==> src/rtl/router_pkt_tx_if.sv <==
`default_nettype none
//==============================================================================
// router_pkt_tx_if : request, payload-buffer and router link of router_pkt_tx
// Rev 1.0
//==============================================================================
interface router_pkt_tx_if #(
  parameter int ADDR_W = 2,
  parameter int LEN_W  = 6
);
  logic              start;
  logic [ADDR_W-1:0] addr;
  logic [LEN_W-1:0]  len;
  logic              ready;
  logic              done;
  logic              err;
  logic [7:0]        pl_data;
  logic              pl_rd;
  logic              busy;
  logic [7:0]        data_in;
  logic              pkt_valid;

  modport master (
    input  start, addr, len, pl_data, busy,
    output ready, done, err, pl_rd, data_in, pkt_valid
  );

  modport slave (
    output start, addr, len, pl_data, busy,
    input  ready, done, err, pl_rd, data_in, pkt_valid
  );
endinterface
`default_nettype wire

==> src/rtl/router_pkt_tx.sv <==
`default_nettype none
//==============================================================================
// router_pkt_tx : serialises header/payload/parity into router_1x3 under busy.
// Option ROUTER_PKT_TX_LFSR_EN sources payload from an internal LFSR.  Rev 1.0
//==============================================================================
module router_pkt_tx #(
  parameter int ADDR_W = 2,
  parameter int LEN_W  = 6
) (
  input  logic            clock,
  input  logic            resetn,
  router_pkt_tx_if.master bus
);

  localparam logic [1:0] S_IDLE = 2'd0;
  localparam logic [1:0] S_HDR  = 2'd1;
  localparam logic [1:0] S_PAY  = 2'd2;
  localparam logic [1:0] S_PAR  = 2'd3;

  localparam logic [ADDR_W-1:0] ADDR_BAD = '1;

  logic [1:0]       state_q, state_d;
  logic [7:0]       data_in_q, data_in_d;
  logic [7:0]       parity_q, parity_d;
  logic             pkt_valid_q, pkt_valid_d;
  logic             done_q, done_d;
  logic             err_q, err_d;
  logic [LEN_W-1:0] len_q, len_d;
  logic [LEN_W-1:0] count_q, count_d;

  logic [LEN_W:0]   count_inc;
  logic             accept;
  logic             more;
  logic             pop;
  logic             start_ok;
  logic             start_bad;
  logic [7:0]       hdr_byte;
  logic [7:0]       pl_byte;

  always_comb begin
    count_inc = {1'b0, count_q} + {{LEN_W{1'b0}}, 1'b1};
    accept    = (state_q != S_IDLE) && !bus.busy;
    // "more" means another payload byte must be pulled at this accept edge
    more      = 1'b0;
    if (state_q == S_HDR) begin
      more = (len_q != '0);
    end else if (state_q == S_PAY) begin
      more = (count_inc < {1'b0, len_q});
    end
    pop       = accept && more;
    start_ok  = (state_q == S_IDLE) && bus.start && (bus.addr != ADDR_BAD);
    start_bad = (state_q == S_IDLE) && bus.start && (bus.addr == ADDR_BAD);
    hdr_byte  = 8'({bus.len, bus.addr});
  end

`ifdef ROUTER_PKT_TX_LFSR_EN
  logic [7:0] lfsr_q, lfsr_d;
  logic       unused_pl_data;

  assign unused_pl_data = ^bus.pl_data;
  assign pl_byte        = lfsr_q;

  // Fibonacci taps for x^8+x^6+x^5+x^4+1
  always_comb begin
    lfsr_d = lfsr_q;
    if (pop) begin
      lfsr_d = {lfsr_q[6:0], lfsr_q[7] ^ lfsr_q[5] ^ lfsr_q[4] ^ lfsr_q[3]};
    end
  end

  always_ff @(posedge clock or negedge resetn) begin
    if (!resetn) begin
      lfsr_q <= 8'hA5;
    end else begin
      lfsr_q <= lfsr_d;
    end
  end
`else
  assign pl_byte = bus.pl_data;
`endif

  always_ff @(posedge clock or negedge resetn) begin
    if (!resetn) begin
      state_q <= S_IDLE;
    end else begin
      state_q <= state_d;
    end
  end

  always_comb begin
    state_d = state_q;
    case (state_q)
      S_IDLE: if (start_ok) state_d = S_HDR;
      S_HDR:  if (accept)   state_d = more ? S_PAY : S_PAR;
      S_PAY:  if (accept && !more) state_d = S_PAR;
      S_PAR:  if (accept)   state_d = S_IDLE;
      default:              state_d = S_IDLE;
    endcase
  end

  always_comb begin
    data_in_d   = data_in_q;
    parity_d    = parity_q;
    pkt_valid_d = pkt_valid_q;
    len_d       = len_q;
    count_d     = count_q;
    done_d      = 1'b0;
    err_d       = start_bad;
    case (state_q)
      S_IDLE: begin
        if (start_ok) begin
          len_d       = bus.len;
          data_in_d   = hdr_byte;
          parity_d    = hdr_byte;
          count_d     = '0;
          pkt_valid_d = 1'b1;
        end
      end
      S_HDR, S_PAY: begin
        if (accept) begin
          if (state_q == S_PAY) begin
            count_d = count_inc[LEN_W-1:0];
          end
          if (more) begin
            data_in_d = pl_byte;
            parity_d  = parity_q ^ pl_byte;
          end else begin
            data_in_d   = parity_q;
            pkt_valid_d = 1'b0;
          end
        end
      end
      S_PAR: begin
        if (accept) begin
          done_d = 1'b1;
        end
      end
      default: ;
    endcase
  end

  always_ff @(posedge clock or negedge resetn) begin
    if (!resetn) begin
      data_in_q   <= 8'h00;
      parity_q    <= 8'h00;
      pkt_valid_q <= 1'b0;
      done_q      <= 1'b0;
      err_q       <= 1'b0;
      len_q       <= '0;
      count_q     <= '0;
    end else begin
      data_in_q   <= data_in_d;
      parity_q    <= parity_d;
      pkt_valid_q <= pkt_valid_d;
      done_q      <= done_d;
      err_q       <= err_d;
      len_q       <= len_d;
      count_q     <= count_d;
    end
  end

  always_comb begin
    bus.ready     = (state_q == S_IDLE);
`ifdef ROUTER_PKT_TX_LFSR_EN
    bus.pl_rd     = 1'b0;
`else
    bus.pl_rd     = pop;
`endif
    bus.data_in   = data_in_q;
    bus.pkt_valid = pkt_valid_q;
    bus.done      = done_q;
    bus.err       = err_q;
  end

endmodule
`default_nettype wire

==> src/flat_wrapper.sv <==
// flat-port wrapper written by rule: the top's interface ports become plain ports
module router_pkt_tx_flat 
#(
  parameter int ADDR_W = 2,
  parameter int LEN_W  = 6
)
  (clock, resetn, bus_start, bus_addr, bus_len, bus_pl_data, bus_busy, bus_ready, bus_done, bus_err, bus_pl_rd, bus_data_in, bus_pkt_valid);
  router_pkt_tx_if #(.ADDR_W(ADDR_W), .LEN_W(LEN_W)) bus_i ();
  input  logic clock;
  input  logic resetn;
  input wire logic [$bits(bus_i.start)-1:0] bus_start;
  input wire logic [$bits(bus_i.addr)-1:0] bus_addr;
  input wire logic [$bits(bus_i.len)-1:0] bus_len;
  input wire logic [$bits(bus_i.pl_data)-1:0] bus_pl_data;
  input wire logic [$bits(bus_i.busy)-1:0] bus_busy;
  output wire logic [$bits(bus_i.ready)-1:0] bus_ready;
  output wire logic [$bits(bus_i.done)-1:0] bus_done;
  output wire logic [$bits(bus_i.err)-1:0] bus_err;
  output wire logic [$bits(bus_i.pl_rd)-1:0] bus_pl_rd;
  output wire logic [$bits(bus_i.data_in)-1:0] bus_data_in;
  output wire logic [$bits(bus_i.pkt_valid)-1:0] bus_pkt_valid;
  assign bus_i.start = bus_start;
  assign bus_i.addr = bus_addr;
  assign bus_i.len = bus_len;
  assign bus_i.pl_data = bus_pl_data;
  assign bus_i.busy = bus_busy;
  assign bus_ready = bus_i.ready;
  assign bus_done = bus_i.done;
  assign bus_err = bus_i.err;
  assign bus_pl_rd = bus_i.pl_rd;
  assign bus_data_in = bus_i.data_in;
  assign bus_pkt_valid = bus_i.pkt_valid;
  router_pkt_tx #(.ADDR_W(ADDR_W), .LEN_W(LEN_W)) u_core (.clock(clock), .resetn(resetn), .bus(bus_i));
endmodule
==> config.mk <==
export PLATFORM = sky130hd
export DESIGN_NAME = router_pkt_tx_flat
export DESIGN_NICKNAME = d
export VERILOG_FILES = /design/src/rtl/router_pkt_tx_if.sv /design/src/rtl/router_pkt_tx.sv /design/src/flat_wrapper.sv
export SDC_FILE = /design/constraint.sdc
export NUM_CORES = 1
export LEC_CHECK = 0
export BUFFER_PORTS_ARGS = -buffer_cell sky130_fd_sc_hd__clkbuf_2
export CAP_MARGIN = 20
export CORE_ASPECT_RATIO = 1.5
export CORE_MARGIN = 5
export CORE_UTILIZATION = 51
export DETAILED_ROUTE_END_ITERATION = 16
export PLACE_DENSITY = 0.76
export SLEW_MARGIN = 20
export SYNTH_ARGS = -nofsm -noshare
export SYNTH_HDL_FRONTEND = slang
export SYNTH_SLANG_ARGS = --single-unit
==> constraint.sdc <==
create_clock -name clock -period 2.1 [get_ports clock]
set_input_delay 0 -clock clock [delete_from_list [all_inputs] [get_ports clock]]
set_output_delay 0 -clock clock [all_outputs]
set_load 0.02 [all_outputs]
Word-level counts from Yosys, hierarchy flattened --
Index checks and enable logic that the tools add are counted.
Word-level totals: output and inout bits 13, RAM bits 0, memories kept 0, bits in latches 0, ROM bits 0, input bits 20, register bits 33
Cells by class: equal/unequal tests 13, reductions and logical operators 19, divide/modulo/power cells 0, multiplexer cells 25, add/subtract/negate cells 1, shifts and indexed selects 0, $lt $le $gt $ge 1, multipliers 0, bitwise logic cells 1
Operator list (count):
- $mux 8 | 5
- $pmux 8 s2 | 2
- $mux 6 | 3
- $reduce_and 4->1 | 4
- $ne 2x1->1 const B | 7
- $pmux 6 s2 | 1
- $mux 1 | 8
- $mux 2 | 4
- $pmux 2 s4 | 1
- $xor 8x8->8 | 1
- $add 6x1->7 const B | 1
- $lt 7x6->1 | 1
- $eq 2x2->1 const B | 3
- $logic_and 1x1->1 | 6
- $reduce_bool 6->1 | 1
- $ne 2x2->1 const B | 2
- $reduce_bool 2->1 | 2
- $reduce_and 3->1 | 1
- $eq 2x1->1 const B | 1
- $logic_not 1->1 | 2
- $logic_not 2->1 | 1
- $pmux 1 s2 | 1
- $reduce_and 2->1 | 1
- $reduce_or 2->1 | 1

Logic depth before layout (Yosys ltp) --
depth in word-level cells 8, gate-level depth with buffers 10, mapped depth without buffers 9

Worst setup path before layout --
No wires, ideal clock.
path kind register -> register, from register u_core.count_q[0], to register u_core.state_q[0], arrival time 2.164 ns, cell stages (with the launch flop) 10, setup slack -0.159 ns, cells stage by stage dfrtp_1 > ha_1 > and3_4 > xor2_1 > ha_1 > a21o_1 > nand2_1 > a211o_1 > and4_1 > a311oi_2
On the way: word-level cells in the longest chain between the ends 8
Ends and longest elaborated chain:
- start, declared | RTL line router_pkt_tx.sv:29 | logic [LEN_W-1:0] count_q, count_d;
- start signal, assigned | RTL line router_pkt_tx.sv:158 | count_q <= count_d;
- $add 6x1->7 (*) | RTL line router_pkt_tx.sv:41 | count_inc = {1'b0, count_q} + {{LEN_W{1'b0}}, 1'b1};
- $lt 7x6->1 (*) | RTL line router_pkt_tx.sv:48 | more = (count_inc < {1'b0, len_q});
- $mux 1 (*) | RTL line router_pkt_tx.sv:47 | end else if (state_q == S_PAY) begin
- $mux 1 (*) | RTL line router_pkt_tx.sv:45 | if (state_q == S_HDR) begin
- $logic_not 1->1 | RTL line router_pkt_tx.sv:95 | S_PAY: if (accept && !more) state_d = S_PAR;
- $logic_and 1x1->1 | RTL line router_pkt_tx.sv:95
- $ne 2x1->1 (no line)
- $reduce_and 4->1 (no line)
- end signal, assigned | RTL line router_pkt_tx.sv:86 | state_q <= state_d;
- end, declared | RTL line router_pkt_tx.sv:22 | logic [1:0] state_q, state_d;
Mark *: on every way between the ends. The rest lies on a longest branch, timed or not. The select of a mux whose other input is x is not followed. A chain may end at the register's enable or synchronous reset.

Worst setup path after layout --
from register u_core.count_q[0], to output port bus_pl_rd
On the way: word-level cells in the longest chain between the ends 5
Ends and longest elaborated chain:
- $add 6x1->7 | RTL line router_pkt_tx.sv:41
- $lt 7x6->1 | RTL line router_pkt_tx.sv:48
- $mux 1 | RTL line router_pkt_tx.sv:47
- $mux 1 | RTL line router_pkt_tx.sv:45
- $logic_and 1x1->1 | RTL line router_pkt_tx.sv:50 | pop = accept && more;
- end, declared | RTL line flat_wrapper.sv:19 | output wire logic [$bits(bus_i.pl_rd)-1:0] bus_pl_rd;
No other way between the ends.

==> results by group <==
Setup path
  • Crit-path most repeated cell: buf_4
  • Crit path cell chain: ha_2, xor2_1, ha_1, a21o_1, a31oi_4, o21ai_2, buf_4, nor3_2, buf_4
  • CP max stage delay: 0.39 ns
  • Maximum fanout along the worst path: 3
  • Type of origin of the critical path: flip-flop
  • Worst EP arrival: 2.32 ns
  • Required @ worst endpoint: 2.10 ns
  • Slowest CP cell: dfrtp_1
  • Setup CP Type: reg -> out
  • Crit. End Element: primary output

Status
  • Failing checks: negative setup slack
  • Status: complete, but fails checks

Routing
  • Final wirelength: ~6700 µm
  • Residual DRC: 0
  • Metal-1 WL: 2450 µm
  • Final ANT Viol Nets: 0
  • WL met3: 333 µm
  • DR top layer: met4
  • WL per Instance: around 18 µm
  • Via density: 6.04
  • DRT Pass-1 Iters: 5
  • Initial drt markers: between 100 and 150
  • Vias: approximately 2,300
  • Met2 wire len: around 3700 µm

Global routing
  • Vias in the first global route: 2,229
  • Initial antenna violation count: 0
  • Maximum number of pins on one net before global-route repair: 34
  • Total Routing Usage GR: 22.1%
  • First-pass GRT wire length: roughly 10,000 µm
  • GRT Residual Overflow: 0

Power
  • Register share of total power: 20.3%
  • Sw frac: a little under half
  • Pint: 2900 µW
  • Switching power: 2530 µW
  • Combinational Power Share: between 70% and 80%
  • Worst VDD drop: 1350 µV
  • Leakage: approximately 0.0014 µW
  • Clock group share of total power: 9.0%
  • Pwr per Cell Area: 1760 nW/µm²

Final layout
  • Final net count: ~360
  • Antenna cell count: 0
  • Commonest cells after routing, fill and taps aside: dfrtp_1 (32), nand2_1 (31), clkbuf_2 (31)
  • Commonest non-fill, non-tap cell in the layout: dfrtp_1
  • Syn-to-layout area delta: 41.6%
  • Post-route cell area: 3080 µm²
  • Share of layout cells above drive strength 1: 34.5%
  • Fillcell total: about 300

STA
  • Setup Viol. Count Final: 20
  • Min cycle time layout: ~2.3 ns
  • RSZ-0062 raised after global routing: true
  • Setup TNS: -2.39 ns
  • Post-layout worst setup margin: -0.219 ns
  • Max-slew headroom: 41.9%
  • Worst Max-Slew Pin Slew: 0.871 ns
  • Hold Fails Final Rpt: 0
  • Final Max Tran Viols: 0
  • WHS: 0.0166 ns
  • Peak Freq: 431 MHz
  • Clock Skew: 0.00594 ns
  • Fin crit share: 110%

Die
  • Die height: approximately 90 µm
  • Row cnt: 29
  • Initial Utilization: roughly 52%
  • Core area: between 4000 and 5000 µm²
  • I/O pins: 33
  • Die area: 5690 µm²
  • Die width: 63.3 µm

Synthesis
  • Mapped Area: 2170 µm²
  • Synth warn: 0
  • Seq/Total Area, Yosys: a little under two fifths
  • Post-synth EDFFs: 0
  • Syn Area/Cell: 8.87 µm²
  • Number of synthesized register bits: 33
  • Syn_nets: 275
  • Synth async-reset ratio: 100%
  • Main flop type after synthesis: dfrtp_1
  • Cells after synthesis: 245
  • Post-synthesis cell type count: 47

Clock tree
  • CTS buffer count: 5
  • Worst-Skew Late Latency: 0.29 ns
  • Root Driver: clkbuf_8
  • Max Root-Sink Buffers: 2
  • Sink Count: 33
  • CTS tree: yes
  • H-tree depth: 2
  • CTS clock-pin slew for the worst setup and hold paths: 0.07 ns

Placement
  • GP Congestion: 0.822
  • Cell Area, Placed: 2550 µm²
  • Place WS: -0.111 ns
  • Post-DP HPWL: 4130 µm
  • Number of I/O port buffers: 32

Job
  • Max Cap Viol: 0

Hold path
  • Hold/Removal Path Class: in -> reg
## kinds of logic after synthesis
group                    share of synthesized area, %
buffers and inverters                            5.01
multiplexers                                    0.921
adder cells (fa/ha/maj)                          5.76
XOR/XNOR                                         1.61
flip-flops                                       38.0
AND/OR/NAND/NOR                                  23.7
AO/OA/AOI/OAI                                    25.0
## through the flow
stage,utilization (%),total power (µW),std cells
4_1_cts,68.1,4750,366
2_1_floorplan,-,3140,245
6_report,73.8,5430,376
3_3_place_gp,61.0,3970,339
5_1_grt,73.8,5790,376
3_5_place_dp,61.0,4050,339
## routing by layer
metal	vias up	track usage [%]
met4	0	10.7
met3	22	2.74
met2	102	37.8
met5	-	0
li1	1056	-
met1	1090	26.8
## power groups by stage
stage,Combinational [µW],Clock (µW),Sequential (µW)
6_report,3840,490,1100
3_3_place_gp,2870,0,1100
4_1_cts,3170,492,1100
3_5_place_dp,2950,0,1100
2_1_floorplan,1950,0,1190
5_1_grt,4130,523,1130
## sequential cells by signal (all words and copies together) (netlist names)
name                  cells
u_core.bus.done           1
u_core.count_q            6
u_core.len_q              6
u_core.bus.pkt_valid      1
u_core.bus.err            1
u_core.state_q            2
u_core.bus.data_in        8
u_core.parity_q           8
## worst paths after layout
| kind | depth (start not counted) | startpoint | end | slack [ns] |
|---|---|---|---|---|
| setup / recovery | 9 | u_core.count_q[0] | bus_pl_rd | -0.22 |
| hold / removal | 3 | bus_addr[1] | u_core.parity_q[1] | 0.02 |
| setup reg to reg | 10 | u_core.count_q[0] | u_core.state_q[0] | -0.20 |
| hold reg to reg | 1 | u_core.parity_q[1] | u_core.parity_q[1] | 0.51 |
| max in group asynchronous | 2 | resetn | u_core.count_q[2] | 1.15 |
| min in group asynchronous | 2 | resetn | u_core.bus.done | 0.35 |
## synth_stat cells (2+ instances only)
library cell	n	share of area (%)
and2_1	11	3.2
buf_2	3	0.69
o211ai_2	3	1.7
a21o_1	2	0.69
a31oi_1	9	2.6
buf_6	3	1.6
inv_1	12	2.1
ha_1	10	5.8
nand3_1	26	6.0
nand2_1	33	5.7
nor3_1	2	0.46
o211ai_1	5	1.7
nand2b_1	2	0.58
nor2_1	21	3.6
clkbuf_1	2	0.35
o21ai_0	20	4.6
xor2_1	2	0.81
a31o_2	7	2.8
mux2i_1	2	0.92
dfrtp_1	33	38
a21oi_1	9	2.1
xnor2_1	2	0.81
o2bb2ai_1	2	0.81
## repair_timing
action / in CTS / in global routing
gates cloned: 0 / 4
endpoints found under the hold margin: 53 / 1
pin swaps: 10 / 13
setup buffers: 3 / 5
hold buffers: 16 / 1
endpoints found under the setup margin: 20 / 25
gates resized for setup: 13 / 25
## cell type report
type	count	area, µm²	share of cell area [%]
Clock inverter	2	10.0	0.325
Clock buffer	6	72.6	2.36
Inverter	12	45.0	1.46
Timing Repair Buffer	85	666	21.6
Tap cell	46	57.6	1.87
Sequential cell	33	827	26.9
Multi-Input combinational cell	192	1400	45.5
## worst max-delay path: cells and delay by family, from the launching register on
family	cells	cell delay, ns
compound gates	3	0.50
buf+inv	2	0.30
simple gates	1	0.16
flops	1	0.39
xor+xnor	1	0.14
fa+ha+maj	2	0.53
No activity file was read; power rests on OpenSTA's default activity.
